**src/rtl/canonical_huffman_decoder.sv**
```systemverilog
// Canonical Huffman decoder: loads a per-symbol code-length table, rebuilds the
// canonical symbol order, then decodes an MSB-first bitstream one bit per cycle.
module canonical_huffman_decoder #(
    parameter int SYMBOL_WIDTH = 5,
    parameter int NUM_SYMBOLS  = 16,
    parameter int MAX_CODE_LEN = 15,
    parameter int LEN_WIDTH    = 4
) (
    input  logic                    clk,
    input  logic                    reset,
    input  logic                    table_clear,
    input  logic [LEN_WIDTH-1:0]    len_in,
    input  logic                    len_valid,
    output logic                    len_ready,
    input  logic                    bit_in,
    input  logic                    bit_valid,
    output logic                    bit_ready,
    output logic [SYMBOL_WIDTH-1:0] symbol_out,
    output logic                    symbol_valid,
    input  logic                    symbol_ready,
    output logic                    table_ready,
    output logic                    error
);

    localparam int IDX_W  = $clog2(NUM_SYMBOLS);
    localparam int CNT_W  = IDX_W + 1;
    localparam int CODE_W = MAX_CODE_LEN + 1;
    localparam logic [LEN_WIDTH:0] MAX_LEN = (LEN_WIDTH+1)'(MAX_CODE_LEN);

    typedef enum logic [1:0] {LOAD, BUILD, DECODE} state_t;

    state_t                  state, state_next;
    logic [LEN_WIDTH-1:0]    len_tbl  [NUM_SYMBOLS];
    logic [CNT_W-1:0]        bl_count [MAX_CODE_LEN+1];
    logic [SYMBOL_WIDTH-1:0] sorted   [NUM_SYMBOLS];
    logic [IDX_W-1:0]        load_idx, build_sym, wr_ptr;
    logic [LEN_WIDTH-1:0]    build_len, depth;
    logic [CODE_W-1:0]       code, first;
    logic [SYMBOL_WIDTH-1:0] index;

    logic                    len_accept, bit_accept, load_last, build_last;
    logic [LEN_WIDTH-1:0]    len_store, depth_next;
    logic [CODE_W-1:0]       code_bit, offset;
    logic [CNT_W-1:0]        cnt;
    logic [IDX_W-1:0]        pos;
    logic                    hit, give_up;

    assign len_ready   = (state == LOAD);
    assign table_ready = (state == DECODE);
    assign bit_ready   = (state == DECODE) && !symbol_valid && !error;
    assign len_accept  = len_valid && len_ready;
    assign bit_accept  = bit_valid && bit_ready;

    assign load_last  = (load_idx == IDX_W'(NUM_SYMBOLS-1));
    assign build_last = (build_len == LEN_WIDTH'(MAX_CODE_LEN-1)) &&
                        (build_sym == IDX_W'(NUM_SYMBOLS-1));
    assign len_store  = ({1'b0, len_in} <= MAX_LEN) ? len_in : '0;

    // One canonical-tree step: is the partial code inside the block of codes of this length?
    assign depth_next = depth + 1'b1;
    assign code_bit   = code | CODE_W'(bit_in);
    assign cnt        = bl_count[depth_next];
    assign offset     = code_bit - first;
    assign hit        = offset < CODE_W'(cnt);
    assign pos        = IDX_W'(index) + IDX_W'(offset);
    assign give_up    = (depth_next == LEN_WIDTH'(MAX_CODE_LEN));

    always_ff @(posedge clk or posedge reset) begin
        if (reset) state <= LOAD;
        else       state <= state_next;
    end

    always_comb begin
        state_next = state;
        if (table_clear) begin
            state_next = LOAD;
        end else begin
            case (state)
                LOAD:    if (len_accept && load_last) state_next = BUILD;
                BUILD:   if (build_last) state_next = DECODE;
                DECODE:  state_next = DECODE;
                default: state_next = LOAD;
            endcase
        end
    end

    // NOTE: the tables are small register arrays, so they are cleared on reset and
    // table_clear; a stale bl_count entry would corrupt the next table's decode.
    task automatic clear_regs();
        for (int i = 0; i < NUM_SYMBOLS; i++) begin
            len_tbl[i] <= '0;
            sorted[i]  <= '0;
        end
        for (int i = 0; i <= MAX_CODE_LEN; i++) bl_count[i] <= '0;
        load_idx     <= '0;
        build_sym    <= '0;
        build_len    <= '0;
        wr_ptr       <= '0;
        code         <= '0;
        first        <= '0;
        index        <= '0;
        depth        <= '0;
        symbol_out   <= '0;
        symbol_valid <= 1'b0;
        error        <= 1'b0;
    endtask

    always_ff @(posedge clk or posedge reset) begin
        if (reset) begin
            clear_regs();
        end else if (table_clear) begin
            clear_regs();
        end else begin
            case (state)
                LOAD: if (len_accept) begin
                    len_tbl[load_idx] <= len_store;
                    if (len_store != '0) bl_count[len_store] <= bl_count[len_store] + 1'b1;
                    load_idx <= load_last ? '0 : load_idx + 1'b1;
                end
                BUILD: begin
                    // build_len holds L-1 so the scan counters start from zero
                    if (len_tbl[build_sym] == build_len + 1'b1) begin
                        sorted[wr_ptr] <= SYMBOL_WIDTH'(build_sym);
                        wr_ptr         <= wr_ptr + 1'b1;
                    end
                    if (build_sym == IDX_W'(NUM_SYMBOLS-1)) begin
                        build_sym <= '0;
                        build_len <= build_len + 1'b1;
                    end else begin
                        build_sym <= build_sym + 1'b1;
                    end
                end
                DECODE: begin
                    if (symbol_valid && symbol_ready) symbol_valid <= 1'b0;
                    if (bit_accept) begin
                        if (hit) begin
                            symbol_out   <= sorted[pos];
                            symbol_valid <= 1'b1;
                            code  <= '0;
                            first <= '0;
                            index <= '0;
                            depth <= '0;
                        end else if (give_up) begin
                            error <= 1'b1;
                            code  <= '0;
                            first <= '0;
                            index <= '0;
                            depth <= '0;
                        end else begin
                            index <= index + SYMBOL_WIDTH'(cnt);
                            first <= (first + CODE_W'(cnt)) << 1;
                            code  <= code_bit << 1;
                            depth <= depth_next;
                        end
                    end
                end
                default: ;
            endcase
        end
    end

endmodule

```
**config.mk**
```make
export PLATFORM = sky130hd
export DESIGN_NAME = canonical_huffman_decoder
export DESIGN_NICKNAME = d
export VERILOG_FILES = /design/src/rtl/canonical_huffman_decoder.sv
export SDC_FILE = /design/constraint.sdc
export NUM_CORES = 1
export LEC_CHECK = 0
export ABC_CLOCK_PERIOD_IN_PS = 18900
export CAP_MARGIN = 20
export CORE_ASPECT_RATIO = 1.75
export CORE_MARGIN = 2
export CORE_UTILIZATION = 51
export DETAILED_ROUTE_END_ITERATION = 10
export PLACE_DENSITY_LB_ADDON = 0.25
export RECOVER_POWER = 25
export SYNTH_ARGS = -nofsm -noshare
export SYNTH_HDL_FRONTEND = slang
export SYNTH_SLANG_ARGS = --single-unit
```
**constraint.sdc**
```tcl
create_clock -name clk -period 18.9 [get_ports clk]
set_input_delay 3.78 -clock clk [delete_from_list [all_inputs] [get_ports clk]]
set_output_delay 3.78 -clock clk [all_outputs]
set_load 0.1 [all_outputs]
```
==> results.toml, run 1 <==
[layout]
layout-drive-gt1-share_pct = 12.5
final_nets = 1417
finalNonFillerCells = 1750
fin_area_sq_um = 16200
layout_commonest_cell = "dfrtp_1"
num_antenna_cells = 0
syn_to_final_growth_pct = 8.89
mostFrequentLayoutCells = "271 x dfrtp_1, 153 x nand2_1, 139 x nor2_1"

[yosys]
syn_nets = 1438
async_flop_share_pct = 100
syn-cell-area_sq_um = 14900
syn_avg_cell_area_sq_um = 10.8
synth_seq_area_share_pct = 45.5
ys_ff_latch = 271
synth_cell_types = 54
synth_ff_type = "dfrtp_1"
synth_edf_count = 0
synth_top_area_share_pct = 45.5
yosys_warnings = 0
synth_area_leaders = "dfrtp_1 46%, mux4_2 13%, mux2i_1 5.6%"
synth_largest_area_cell = "dfrtp_1"
synthCells = 1378

[global_route]
track_usage_pct = 24.3
grt_max_degree = 139
grt_pass1_wl_mm = 59.7
gr-total-overflow = 0
grt_pass1_vias = 11200
antenna_found_initial = 0

[min_path]
hp-class = "reg2reg"

[placed_design]
dp_cells = 1705
placed_cell_area_sq_um = 15400
place_congestion = 0.823
dp_hpwl_mm = 24.4
io_buffer_count = 20

[die]
initial_core_util_pct = 51.9
rows = 82
die_x_um = 133
core_sq_um = 28700
die-area_sq_um = 30700
io_pins = 21
die_y_um = 230

[clocking]
cts-buffers-inserted = 26
hold_buffers = 0
root_buffer = "clkbuf_16"
clkTransAtPathRegs_ps = 60
clkLatencyLatePin_ps = 550
cts_tree = "done"
h-tree-depth = 1
post_cts.repair.setup_buffers = 0
cts.path.max_buffers = 3
cts_sinks = 271
postCtsResizedCells = 0

[critical_path]
required_ps = 19510
startpoint_type = "input pin"
critPathKind = "in2async"
worstPathMaxFanout = 138
arrival_ps = 9060
end_kind = "asynchronous set/reset pin"

[sta]
slew-limit-headroom_pct = -311
skew_ps = 7.28
fin_setup_tns_ps = 0
final_max_slew_viol_count = 249
finalCritPeriodShare_pct = 44.7
tightestPinTransition_ps = 6130
fin_crit_ps = 8450
fmaxAchievable_ghz = 0.118
rsz0062_at_grt = "no"
finalSetupViolCount = 0
finalHoldViolations = 0

[run]
maxCapViolations = 2

[route]
drt-vias-per-instance = 6.14
drtAntennaViolNets = 0
routedWlPerCell_um = 20.6
first_pass_iters = 5
drcViolationCount = 0
drt_wl_total_mm = 36.1
drtIter0Drc = 867
vias = 10700

[power_and_ir_drop]
vdd_drop_max_mv = 0.0651
p_per_area_nw_per_um2 = 72.5
leakage_nw = 7.31

[run_status]
status = "finished with violations"
violations = "capacitance limit, slew limit"
registers in the layout, indices dropped and copies added, names as in the netlist, 5 cells and up:
name / flops
len_tbl: 64
symbol_out: 5
code: 15
first: 15
bl_count: 80
sorted: 64
logic make-up (layout without fill, tap and decap cells):
family          Yosys count  in the layout  synth area share [%]
buf+inv                 140            134                  3.84
flops                   271            271                  45.5
mux                     174            174                  19.3
fa+ha+maj                49             49                  4.31
simple gates            453            453                  14.1
xor+xnor                 42             42                  2.52
compound gates          249            249                  10.4
layer usage:
layer  global-route usage, %  share of wire [%]  wire (um)
met1                    29.4                 38      13800
met5                       0                  0          0
met2                    43.5                 53      19200
met3                    2.69                4.0       1440
met4                    10.8                4.5       1640
synth_stat cells (all sizes together), types with 8 or more instances:
cell    instances
a211oi         32
a21oi          98
a22o           35
and3            9
buf            26
clkbuf         68
dfrtp         271
ha             45
inv            46
mux2i          83
mux4           89
nand2         154
nand3          88
nand4           9
nor2          140
nor2b          12
nor3            8
o21ai          54
xnor2          28
xor2           14
cell type report:
| cell class | count | area, sq um |
|---|---|---|
| Multi-Input combinational cell | 967 | 7560 |
| Fill cell | 2424 | 12500 |
| Clock inverter | 8 | 90.1 |
| Clock buffer | 35 | 756 |
| Inverter | 46 | 174 |
| Timing Repair Buffer | 45 | 392 |
| Tap cell | 378 | 473 |
| Sequential cell | 271 | 6780 |
report_power, final:
| group | switching [mW] | internal (mW) |
|---|---|---|
| clock | 0.222 | 0.305 |
| combinational | 0.0459 | 0.0165 |
| sequential | 0.00294 | 0.584 |
critical path, cell delays in order:
cell and delay (ps):
dlygate4sd3_1 550, clkinvlp_2 3420, buf_4 630, buf_4 580
path summary, 6_finish.rpt:
kind                            slack, ps    startpoint      endpoint  cells after the start
worst max-delay path                10450         reset   len_tbl[38]                      4
worst min-delay path                  510  bl_count[33]  bl_count[33]                      2
worst max register to register      13200      depth[0]      code[15]                     14
worst min register to register        510  bl_count[33]  bl_count[33]                      2
max in group clk                    10590   table_clear      code[15]                      5
min in group asynchronous            5620         reset      first[6]                      2
through the flow:
stage | power [mW] | setup WS, ps | hold slack [ps] | util [%]
finish | 1.18 | 10450 | 507 | 56.5
global route | 1.22 | 9490 | 534 | 56.5
CTS | 1.19 | 12190 | 505 | 56.4
detailed placement | 0.659 | 11630 | 491 | 53.5
global placement | 0.659 | 11770 | 477 | 53.5
floorplan | 0.640 | 7650 | 461 | -
(Power assumes the default switching activity.)
==> run 2: changes to the inputs <==
Settings changed: ABC_CLOCK_PERIOD_IN_PS 18900 to 8650.
Clock period 18.9 ns to 8.65 ns, I/O delays scaled along.
==> run 2 against run 1 <==
The run still ends with capacitance limit, slew limit left; sequential power rose by 120%; hold slack worse by 5.1 ps; setup slack got worse by 7800 ps; register-to-register slack worse by 10000 ps; non-clock buffer count decreased by 1; flip-flop and latch count unchanged; wire length shrank 4.3%; die area is the same; combinational power rose by 120%; design area grew 0.27%; largest power group unchanged.
==> results.toml, run 2 (synthesized netlist as in run 1, its figures left out) <==
[run_status]
status = "finished with violations"
violations = "capacitance limit, slew limit"

[sta]
finalHoldViolations = 0
hold_ws_ps = 502
finalCritPeriodShare_pct = 69.6
fin_crit_ps = 6020
skew_ps = 8.51
final_max_slew_viol_count = 264
fin_setup_tns_ps = 0
rsz0062_at_grt = "no"
slew-limit-headroom_pct = -190
finalSetupViolCount = 0
tightestPinTransition_ps = 4350
fmaxAchievable_ghz = 0.166

[global_route]
track_usage_pct = 23.2
grt_pass1_vias = 10700
grt_max_degree = 160
antenna_found_initial = 0
gr-total-overflow = 0
grt_pass1_wl_mm = 57.2

[power_and_ir_drop]
p_per_area_nw_per_um2 = 160
leakage_nw = 7.31
power_mw = 2.60
vdd_drop_max_mv = 0.142

[route]
routedWlPerCell_um = 19.7
drt-vias-per-instance = 6.05
drtAntennaViolNets = 0
drt_wl_total_mm = 34.6
drcViolationCount = 0
first_pass_iters = 5
vias = 10600
drtIter0Drc = 850

[placed_design]
place_congestion = 0.839
dp_hpwl_mm = 23.2
io_buffer_count = 20
dp_cells = 1704

[clocking]
postCtsResizedCells = 0
cts-buffers-inserted = 26
clkLatencyLatePin_ps = 540
cts.path.max_buffers = 3
cts_sinks = 271
hold_buffers = 0
h-tree-depth = 1
clkTransAtPathRegs_ps = 60
root_buffer = "clkbuf_16"
post_cts.repair.setup_buffers = 0
cts_tree = "done"

[layout]
largest_reg_flops = 80
num_antenna_cells = 0
mostFrequentLayoutCells = "271 x dfrtp_1, 153 x nand2_1, 139 x nor2_1"
syn_to_final_growth_pct = 9.18
layout_commonest_cell = "dfrtp_1"
registers.top_by_ff_count = "bl_count"
final_nets = 1416
finalNonFillerCells = 1752
layout-drive-gt1-share_pct = 12.4
reg_top3 = "bl_count x80, len_tbl x64, sorted x64"

[die]
core_sq_um = 28700
initial_core_util_pct = 51.9
die_x_um = 133
die-area_sq_um = 30700
rows = 82
io_pins = 21
die_y_um = 230

[critical_path]
startpoint_type = "input pin"
worstPathMaxFanout = 100
cp.buffers_inverters = 2
reg2regPathDepth = 14
path_common_cell = "clkbuf_1"
crit_family = "buffers and inverters"
critPathKind = "in2reg"
critical_path.startpoint = "table_clear"
cp_num_cells = 3
end_kind = "flop"
worstSetupEndpoint = "build_sym[2]"
arrival_ps = 6250
max_stage_delay_ps = 3120
path_cells = "clkbuf_1, clkbuf_1, nor2_1"
rrSetupSlack_ps = 3240
r2r_end = "depth[0]"
slowest_stage = "clkbuf_1"
required_ps = 8880
r2r-start = "depth[0]"

[min_path]
hp-class = "reg2reg"
min_from = "bl_count[6]"

[run]
maxCapViolations = 4
-- run 2: layout make-up --
cell class	instances	area [sq um]
multi-input combinational	967	7560
clock buffer	38	797
clock inverter	8	96.3
sequential	271	6780
timing repair buffer	44	385
fill	2464	12500
tap	378	473
inverter	46	176
-- run 2: how the worst min path moves through the flow --
stage / endpoint / slack, ps / cells past startpoint
after floorplan: bl_count[33] / 460 / 2
after global placement: bl_count[8] / 490 / 2
after detailed placement: bl_count[8] / 490 / 2
after CTS: bl_count[8] / 500 / 2
after global routing: len_tbl[22] / 530 / 2
final: bl_count[6] / 500 / 2
-- run 2: power breakdown --
part / internal [mW] / switching [mW] / total (mW)
clock: 0.697 / 0.487 / 1.18
combinational: 0.0356 / 0.0994 / 0.135
sequential: 1.27 / 0.00650 / 1.28
total: 2.01 / 0.593 / 2.60
-- run 2: metrics by stage --
stage	cell area, sq um	util (%)	setup WS (ps)
detailed placement	15400	53.5	3230
CTS	16300	56.6	3190
global placement	15400	53.5	3370
finish	16300	56.6	2630
floorplan	14900	-	3190
global route	16300	56.6	2210
-- run 2: per-layer routing --
layer	vias to the layer above	global-route usage [%]	wire length, um
met4	0	9.28	1310
met1	5358	28.1	13500
met2	261	42.1	18400
met5	-	0	0
met3	76	2.80	1330
li1	4906	-	-
-- run 2: tightest hold or removal path: stages, from the launching register on --
cell     delay, ps
dfrtp_1        350
nand2_1         50
o21ai_0         60
==> RTL change (flow settings as in run 2) <==
`NUM_SYMBOLS`: 16 -> 8.
--- a/src/rtl/canonical_huffman_decoder.sv
+++ b/src/rtl/canonical_huffman_decoder.sv
@@ -4,3 +4,3 @@
     parameter int SYMBOL_WIDTH = 5,
-    parameter int NUM_SYMBOLS  = 16,
+    parameter int NUM_SYMBOLS  = 8,
     parameter int MAX_CODE_LEN = 15,
Formal check against the unedited RTL: no difference found for any inputs over 4 cycles, from zero or initial values and one cycle with reset high; that may be too few to reach the edited logic, so the function may still have changed.
==> RTL change against run 2 <==
  * The run still ends with capacitance limit, slew limit left
  * Wire length decreased by 30%
  * Sequential cell count decreased by 93
  * Power decreased by 34%
  * Maximum frequency increased by 14%
  * Setup slack improved by 0.73 ns
  * Area after synthesis decreased by 30%
  * Cell area decreased by 31%
==> RTL change: results (changes against run 2) <==
- GRT Total Usage: 0.2378 (was 0.2325)
- Final wirelength: 24190 um (was 34550 um)
- Hold Path End: len_tbl[7] (was bl_count[6])
- Fraction of layout cells with a size suffix above 1: 0.1172 (was 0.1245)
- Yosys warning count: 0 (unchanged)
- R2R depth: 17 (was 14)
- Vias: 7550 (was 10600)
- FFs w/ async S/R, synth: 1.000 (unchanged)
- Fillers: 1720 (was 2464)
- Largest registers: bl_count: 64 flops, len_tbl: 32 flops, sorted: 24 flops (was bl_count: 80 flops, len_tbl: 64 flops, sorted: 64 flops)
- Largest net degree at the start of global routing: 91 (was 160)
- DRT iter0 DRCs: 558 (was 850)
- Worst-Skew Late Latency: 0.45 ns (was 0.54 ns)
- Vias in the first global route: 7695 (was 10730)
- Failing checks: capacitance limit, slew limit (unchanged)
- Arr. time, crit path: 5.62 ns (was 6.25 ns)
- Hold path startpoint: len_tbl[7] (was bl_count[6])
- Leakage: 0.004831 uW (was 0.007311 uW)
- Peak VDD IR: 0.1405 mV (was 0.1424 mV)
- R2r endpoint: depth[0] (unchanged)
- Status: complete, but fails checks (unchanged)
- Final Slew Violations: 150 (was 264)
- Area contributors post-synth: dfrtp_1 (43%), mux4_2 (11%), mux2i_1 (6.6%), nor2_1 (5.5%), ha_1 (4.2%) (was dfrtp_1 (46%), mux4_2 (13%), mux2i_1 (5.6%), nand2_1 (3.9%), ha_1 (3.8%))
- First-pass GRT wire length: 40440 um (was 57230 um)
- Slew margin rel.: -1.606 (was -1.899)
- Synth top cells by count: dfrtp_1 (178), nor2_1 (151), mux2i_1 (68) (was dfrtp_1 (271), nand2_1 (153), nor2_1 (140))
- Max Buffers Root-to-Sink: 2 (was 3)
- GPL Wtd Cong: 0.8513 (was 0.8393)
- H-tree depth: 4 (was 1)
- Worst reg-to-reg setup slack: 3.36 ns (was 3.24 ns)
- Fin cells: 1229 (was 1752)
- Max-cap viol count: 2 (was 4)
- Hpwl dp: 16730 um (was 23180 um)
- Number of buffers created by CTS: 17 (was 26)
- Worst Clk Skew: 0.01092 ns (was 0.008511 ns)
- Mean Syn Cell Area: 10.60 um2 (was 10.82 um2)
- Largest fanout on the critical path: 21 (was 100)
- Mapped Nets: 1030 (was 1438)
- Synth cell types: 69 (was 54)
- Sequential area share after synthesis: 0.4289 (was 0.4550)
## RTL change: cell count changes in the layout (fill, tap and decap cells not counted), moves of 11 or more
cell     change
nand3_1     -65
nand2_1     -96
dfrtp_1     -93
mux4_2      -36
o21ai_0     -25
a21oi_1     -44
mux2i_1     -15
nor2_1      +11
## RTL change: cell families (layout without fill, tap and decap cells)
| family | after synthesis | in the layout | synth area share |
|---|---|---|---|
| AO/OA/AOI/OAI | 190 | 190 | 0.1265 |
| buffers and inverters | 96 | 97 | 0.03891 |
| multiplexers | 122 | 122 | 0.1783 |
| AND/OR/NAND/NOR | 319 | 319 | 0.1450 |
| XOR/XNOR | 36 | 36 | 0.03253 |
| flip-flops | 178 | 178 | 0.4289 |
| adder cells (fa/ha/maj) | 39 | 39 | 0.04987 |
## RTL change: area by class of cell
cell class,count,area [um2],share of cell area
clock inverter,11,128.9,0.01141
clock buffer,20,466.7,0.04133
tap,248,310.3,0.02748
timing repair buffer,29,256.5,0.02271
sequential,178,4454,0.3944
multi-input combinational,706,5537,0.4903
inverter,37,140.1,0.01241
## RTL change: how the worst max path moves through the flow
| stage | startpoint | end |
|---|---|---|
| 6_report | depth[0] | depth[0] |
| 5_1_grt | depth[0] | depth[0] |
| 3_3_place_gp | len_in[0] | bl_count[18] |
| 2_1_floorplan | reset | bl_count[0] |
| 3_5_place_dp | len_in[0] | bl_count[18] |
| 4_1_cts | depth[0] | depth[0] |
## RTL change: power breakdown
group          leakage [uW]  total (uW)  switching, uW  internal [uW]
clock              0.000282         791            342            449
combinational       0.00207        88.7           62.1           26.6
sequential          0.00248         845           5.75            839
total               0.00483        1720            410           1310
## RTL change: metrics by stage
step	hold WS, ns	setup slack [ns]	area [um2]
finish	0.5175	3.360	11290
floorplan	0.4732	2.090	10390
global placement	0.4961	3.435	10710
detailed placement	0.5071	3.384	10710
global route	0.5489	3.074	11290
CTS	0.5220	3.376	11300
## RTL change: routing by layer
layer	vias up	track usage	wire, um
met4	0	0.1116	874
met5	-	0	0
met3	59	0.03706	773
met2	167	0.4219	12860
li1	3502	-	-
met1	3822	0.2826	9680
## RTL change: worst max-delay path, stage by stage (launching register included)
cell and delay, ns:
dfrtp_1 0.32, buf_4 0.33, inv_1 0.14, ha_1 0.88, mux4_2 0.38, nand2_1 0.05, and3_1 0.19, a31oi_2 0.25
inv_1 0.13, ha_1 0.25, a21oi_1 0.13, nor4bb_1 0.32, o2111ai_1 0.18, nor4_1 0.28, nand4b_1 0.12, o311a_1 0.60
buf_4 0.33, mux2_2 0.28
